File: src/rtl/serial_adder_pkg.sv
// Shared types and constants for the bit-serial adder controller.
package serial_adder_pkg;

  typedef enum logic [1:0] {
    IDLE  = 2'd0,
    SHIFT = 2'd1,
    DONE  = 2'd2
  } state_t;

  localparam int SERIAL_ADDER_DEFAULT_WIDTH = 8;

endpackage

File: src/rtl/fa_bit_cell.sv
// Single-bit full adder; purely combinational, zero latency, no flow control.
module fa_bit_cell (
  input  logic x,
  input  logic y,
  input  logic ci,
  output logic s,
  output logic co
);

  assign s  = x ^ y ^ ci;
  assign co = (x & y) | (x & ci) | (y & ci);

endmodule

File: src/rtl/serial_adder_ctrl.sv
// Bit-serial a+b+cin, LSB first, one bit per cycle; done pulses WIDTH+1 cycles after accept.
// No backpressure: start is simply ignored while an addition is in flight or completing.
module serial_adder_ctrl
  import serial_adder_pkg::*;
#(
  parameter int WIDTH = SERIAL_ADDER_DEFAULT_WIDTH
) (
  input  logic             clk,
  input  logic             rst_n,
  input  logic             start,
  input  logic [WIDTH-1:0] a,
  input  logic [WIDTH-1:0] b,
  input  logic             cin,
  output logic             busy,
  output logic             done,
  output logic [WIDTH-1:0] sum,
  output logic             cout
);

  localparam int CW = (WIDTH > 1) ? $clog2(WIDTH) : 1;
  localparam logic [CW-1:0] LAST = CW'(WIDTH - 1);

  state_t           state;
  logic [CW-1:0]    count;
  logic [WIDTH-1:0] a_reg;
  logic [WIDTH-1:0] b_reg;
  logic [WIDTH-1:0] res_reg;
  logic [WIDTH-1:0] res_next;
  logic             carry;
  logic             fa_s;
  logic             fa_co;

  fa_bit_cell u_fa (
    .x  (a_reg[count]),
    .y  (b_reg[count]),
    .ci (carry),
    .s  (fa_s),
    .co (fa_co)
  );

  // Result with the current bit already inserted, so the final edge can load sum directly.
  always_comb begin
    res_next        = res_reg;
    res_next[count] = fa_s;
  end

  always_ff @(posedge clk) begin
    if (!rst_n) begin
      state   <= IDLE;
      count   <= '0;
      a_reg   <= '0;
      b_reg   <= '0;
      res_reg <= '0;
      carry   <= 1'b0;
      busy    <= 1'b0;
      done    <= 1'b0;
      sum     <= '0;
      cout    <= 1'b0;
    end else begin
      case (state)
        IDLE: begin
          if (start) begin
            a_reg   <= a;
            b_reg   <= b;
            carry   <= cin;
            res_reg <= '0;
            count   <= '0;
            state   <= SHIFT;
            busy    <= 1'b1;
          end
        end
        SHIFT: begin
          res_reg <= res_next;
          carry   <= fa_co;
          if (count == LAST) begin
            // Counter holds on the last bit rather than wrapping.
            sum   <= res_next;
            cout  <= fa_co;
            state <= DONE;
            busy  <= 1'b0;
            done  <= 1'b1;
          end else begin
            count <= count + 1'b1;
          end
        end
        DONE: begin
          state <= IDLE;
          done  <= 1'b0;
        end
        default: begin
          state <= IDLE;
          busy  <= 1'b0;
          done  <= 1'b0;
        end
      endcase
    end
  end

endmodule

File: config.mk
export PLATFORM = sky130hd
export DESIGN_NAME = serial_adder_ctrl
export DESIGN_NICKNAME = d
export VERILOG_FILES = /design/src/rtl/serial_adder_pkg.sv /design/src/rtl/fa_bit_cell.sv /design/src/rtl/serial_adder_ctrl.sv
export SDC_FILE = /design/constraint.sdc
export NUM_CORES = 1
export LEC_CHECK = 0
export ABC_AREA = 1
export CAP_MARGIN = 20
export CORE_AREA = 5 5 67 69
export CTS_CLUSTER_SIZE = 25
export DETAILED_ROUTE_END_ITERATION = 8
export DIE_AREA = 0 0 72 74
export HOLD_SLACK_MARGIN = 0.12
export PLACE_DENSITY = 0.8
export SLEW_MARGIN = 20
export SYNTH_ARGS = -nofsm -noshare
export SYNTH_HDL_FRONTEND = slang
export SYNTH_SLANG_ARGS = --single-unit
export TNS_END_PERCENT = 1
File: constraint.sdc
create_clock -name clk -period 2.63 [get_ports clk]
set_clock_uncertainty 0.2 [all_clocks]
set_input_delay 0.789 -clock clk [delete_from_list [all_inputs] [get_ports clk]]
set_output_delay 0.789 -clock clk [all_outputs]
set_load 0.02 [all_outputs]
; Word-level counts from Yosys, hierarchy flattened
; Cells that the tools add are included.
[totals]
register_bits = 41
[classes]
n_lt_le_gt_ge = 2
n_bitwise = 9
muxes = 22
n_reduce_logical = 10
eq_ne = 6
add_sub_neg = 1
[ops]
columns = operator, n
row1 = $pmux W8 S2, 1
row2 = $reduce_and A2 Y1, 5
row3 = $bwmux W8, 1
row4 = $mux W8, 1
row5 = $mux W1, 7
row6 = $bmux W1 S3, 2
row7 = $mux W3, 2
row8 = $ne A2 B2 Y1 const B, 3
row9 = $pmux W3 S2, 1
row10 = $reduce_and A3 Y1, 2
row11 = $lt A3 B4 Y1 const B, 1
row12 = $mux W2, 2
row13 = $pmux W1 S2, 2
row14 = $pmux W2 S2, 1
row15 = $add A3 B1 Y3 const B, 1
row16 = $and A1 B1 Y1, 3
row17 = $demux W1 S3, 1
row18 = $eq A3 B3 Y1 const B, 1
row19 = $ge A3 B1 Y1 const B, 1
row20 = $pmux W1 S3, 1
row21 = $eq A2 B1 Y1 const B, 1
row22 = $eq A2 B2 Y1 const B, 1
row23 = $logic_not A2 Y1, 1
row24 = $not A1 Y1, 2
row25 = other kinds (4), 6

; Depth between registers and ports, before layout
[logic_depth]
word_depth = 6
mapped_depth = 17

; Modules after synthesis
; From an unflattened synthesis, not the netlist that was laid out.
[unflattened]
cells_unflattened = 278
hier_area_um2 = 1976.9
[modules_own_cells]
columns = mod, n_inst, cells_per_inst, area_each_um2
row1 = serial_adder_ctrl, 1, 277, 1956.9
row2 = fa_bit_cell, 1, 1, 20.0

; Worst setup path after synthesis
; OpenSTA, ideal clock, no wires.
[synth_path]
kind = reg2reg
from = register count[0]
to = register sum[3]
stages_incl_launch_ff = 14
path_slack_ps = 304
arrival_time_ps = 2011
required_time_ps = 2315
setup_ps = 115
path_cell_list = dfxtp_1 -> buf_4 -> inv_4 -> buf_6 -> nand3_1 -> o21ai_1 -> nor2_1 -> nand2_1 -> inv_1 -> fa_1 -> clkbuf_1 -> nand4_1 -> a21oi_1 -> nor2_1
[synth_between]
elab_chain_len = 5
[synth_lines]
columns = element, line
row1 = from (decl), serial_adder_ctrl.sv:24  ; logic [CW-1:0] count;
row2 = from (signal assigned), serial_adder_ctrl.sv:83  ; count <= count + 1'b1;
row3 = "$lt A3 B4 Y1 (not written as such), or another cell as far along", serial_adder_ctrl.sv:44  ; res_next[count] = fa_s;
row4 = "$logic_and A1 B1 Y1 (not written as such), or another cell as far along", serial_adder_ctrl.sv:44
row5 = $mux W1 (not written as such) or $xor A1 B1 Y1 (tied branches), "serial_adder_ctrl.sv:44, fa_bit_cell.sv:10"
row6 = $demux W1 S3 or $xor A1 B1 Y1 (tied branches), "serial_adder_ctrl.sv:44, fa_bit_cell.sv:10"
row7 = $bwmux W8, serial_adder_ctrl.sv:44
row8 = to (signal assigned), serial_adder_ctrl.sv:77  ; sum <= res_next;
row9 = to (decl), serial_adder_ctrl.sv:16  ; output logic [WIDTH-1:0] sum,
; Parallel ways exist; a longest one is shown, timed or not. The select of a mux whose other input is x is not followed.
; A chain may end at the register's enable or synchronous reset.

; Final worst setup path
[layout_path]
from = register count[1]
to = register sum[6]
; Same word-level chain as after synthesis.

==> metrics.md <==
| Metric | Value |
|---|---|
| RSZ-0062 raised after global routing | false |
| Max-slew headroom | 0.7088 |
| Sequential area share after synthesis | 0.4230 |
| Initial antenna violation count | 0 |
| Die height | between 70 and 80 um |
| Cell Area, Synth | 0.001941 mm2 |
| CP Data Required Time | roughly 2.6 ns |
| Final antenna-violating net count | 0 |
| Post-synth ARST share | 0 |
| GR Layer Usage met3 | 0.04459 |
| Total Wirelength | 4157 um |
| Power Density | between 500 and 600 mW/mm2 |
| Final setup viols | 0 |
| Initial core utilization | 0.5032 |
| Post-route DRC | 0 |
| FF+latch area | around 800 um2 |
| Status | complete, no violations |
| CTS H-tree lvls | 2 |
| Seq cells post-synth | 41 |
| Hold path cells | 2 |
| Die X-Extent | 72 um |
| Slew Viols, Final | 0 |
| CTS clk-pin slew, worst paths | 0.08 ns |
| R2R setup slack | 0.33 ns |
| Top cells by area, synth | dfxtp_1 (42%), nand2_1 (12%), nor2_1 (7.5%) |
| Worst slack at placement | 0.1860 ns |
| CTS sink count | just over 40 |
| Setup Crit Path Kind | reg2reg |
| First-pass GRT wire length | 7472 um |
| Area of the multi-input gates | 923.4 um2 |
| RePlAce Congestion | about 0.83 |
| Crit start category | flip-flop |
| Synthesis Warnings | 0 |
| Hold Vio Cnt, Final | 0 |
| CP endpoint kind | flip-flop |
| Worst r2r dst | sum[6] |
| Row count | 23 |
| Worst hold path startpoint | res_reg[6] |
| Leakage | 1.010 nW |
| Area leader, netlist | dfxtp_1 |
| I/O Pins | 31 |
| CTS tree | built |
| Synth-to-layout area growth | 23.28% |
| Synth top cells by count | nand2_1 (64), dfxtp_1 (41), nor2_1 (39) |
| Post-synthesis cell count | 275 |
| Crit-path max FO | 10 |
| Synth top area share | 0.4230 |
| Met1 Usage GRT | 0.2363 |
| Max cap viols | 0 |
| CP startpoint | count[1] |
| Fillers | 356 |
| Post-synth top flop | dfxtp_1 |
| Average size of a mapped cell | 7.057 um2 |
| Die area | 0.005328 mm2 |
| Core footprint | 0.003856 mm2 |
| Share of layout cells above drive strength 1 | 0.1071 |
| Clk Latency, worst-skew pair | 0.29 ns |
| Placed insts | 350 |
| Syn nets | 298 |
| Port bufs | 30 |
| Hold buffer count at cts | 0 |
| Gr busiest metal | met2 |
| Hpwl dp | 3080 um |
| CTS root buf | clkbuf_8 |
| Peak VDD IR | 0.3258 mV |
| Fin util | 0.6204 |
| Total GRT Usage | 0.1765 |
| Most numerous cell in the Yosys netlist | nand2_1 |
| Final total power | 0.001414 W |
| Largest net degree at the start of global routing | 18 |
| Min-delay worst type | reg2reg |
| Diode count | 0 |
| Setup ws final | ~0.33 ns |
| Non-Filler Instances | 358 |
| Met2 usage | 0.2806 |
| DR WL/cell | 11.61 um |
| Max Fclk | 433.9 MHz |
| WHS Endpoint | res_reg[6] |
| Reg2Reg Depth | 10 |
| Bufs on Longest Clock Path | 2 |
| Drt first pass iters | 5 |
| Tightest Pin Transition | 0.4367 ns |
| Final nets | 330 |
| DR vias | 1792 |
| Cts bufs inserted | 5 |
| Period minus WS final | 2.305 ns |
| WP data arrival | 2.30 ns |
| DR iter-0 viols | 166 |
| Via density | 5.006 |
| Setup bufs post-CTS | 0 |
| Vias in the first global route | about 1700 |
| R2r startpoint | count[1] |
| Tcrit/Tclk final | 0.8762 |
| CTS-repair resized insts | 0 |
| Setup TNS | 0 ns |
| Post-synth EDFFs | 0 |
| GRT overflow | 0 |
| Yosys cell types | 26 |
cells in the final DEF, fill, tap and decap left out:
cell type,count
nand2_1,64
dfxtp_1,40
nor2_1,39
clkdlybuf4s50_1,30
o21ai_1,26
inv_1,21
nand3_1,20
a21oi_1,18
buf_4,9
nand4_1,6
clkbuf_8,6
inv_2,4
o21ai_0,4
nand2_2,3
nor2_4,2
o21a_1,2
nor2_2,2
ha_1,2
inv_4,1
nand3_2,1
o21ai_2,1
or2_1,1
and2_1,1
o21bai_2,1
fa_2,1
clkbuf_1,1
bufinv_16,1
dfxtp_2,1
how the worst max path moves through the flow:
stage,endpoint,depth (start not counted),slack (ns)
after floorplan,sum[3],13,0.30
after detailed placement,sum[6],9,0.19
after global routing,sum[6],10,0.07
after global placement,sum[6],9,0.21
after CTS,sum[6],9,0.16
final,sum[6],10,0.33
layout make-up:
type	count	area share
clock inverter	1	0.01255
clock buffer	7	0.03609
multi-input combinational	194	0.3860
inverter	26	0.04184
sequential	41	0.3436
tap	50	0.02615
timing repair buffer	39	0.1538
critical path, cell delays in order, from the launching register on:
cell,delay (ns)
dfxtp_1,0.41
nor2_1,0.24
nand3_1,0.10
o21ai_1,0.08
nor2_1,0.06
nand2_1,0.05
inv_1,0.05
fa_2,0.63
nand4_1,0.15
a21oi_1,0.19
nor2_1,0.05
stage by stage:
step	area [um2]	hold WS (ns)
2_1_floorplan	1941	0.2310
3_3_place_gp	2272	0.2457
3_5_place_dp	2272	0.2528
4_1_cts	2389	0.2651
5_1_grt	2392	0.2863
6_report	2392	0.2636
layer usage:
| metal | wire, um | vias to the layer above |
|---|---|---|
| li1 | - | 941 |
| met1 | 2025 | 803 |
| met2 | 1889 | 37 |
| met3 | 173 | 11 |
| met4 | 70 | 0 |
| met5 | 0 | - |
where the power goes:
part / total, W / switching (W) / internal [W]
logic: 0.000222 / 0.000128 / 0.0000941
clock network: 0.000516 / 0.000207 / 0.000309
registers: 0.000676 / 0.0000245 / 0.000652
total: 0.00141 / 0.000359 / 0.00105
kinds of logic (layout without fill, tap and decap cells):
group	Yosys count	count (layout)	share of synthesized area
fa+ha+maj	3	3	0.02321
buf+inv	40	73	0.1025
compound gates	52	52	0.1418
flops	41	41	0.4230
simple gates	139	139	0.3095
Power figures use the tool's default switching activity.
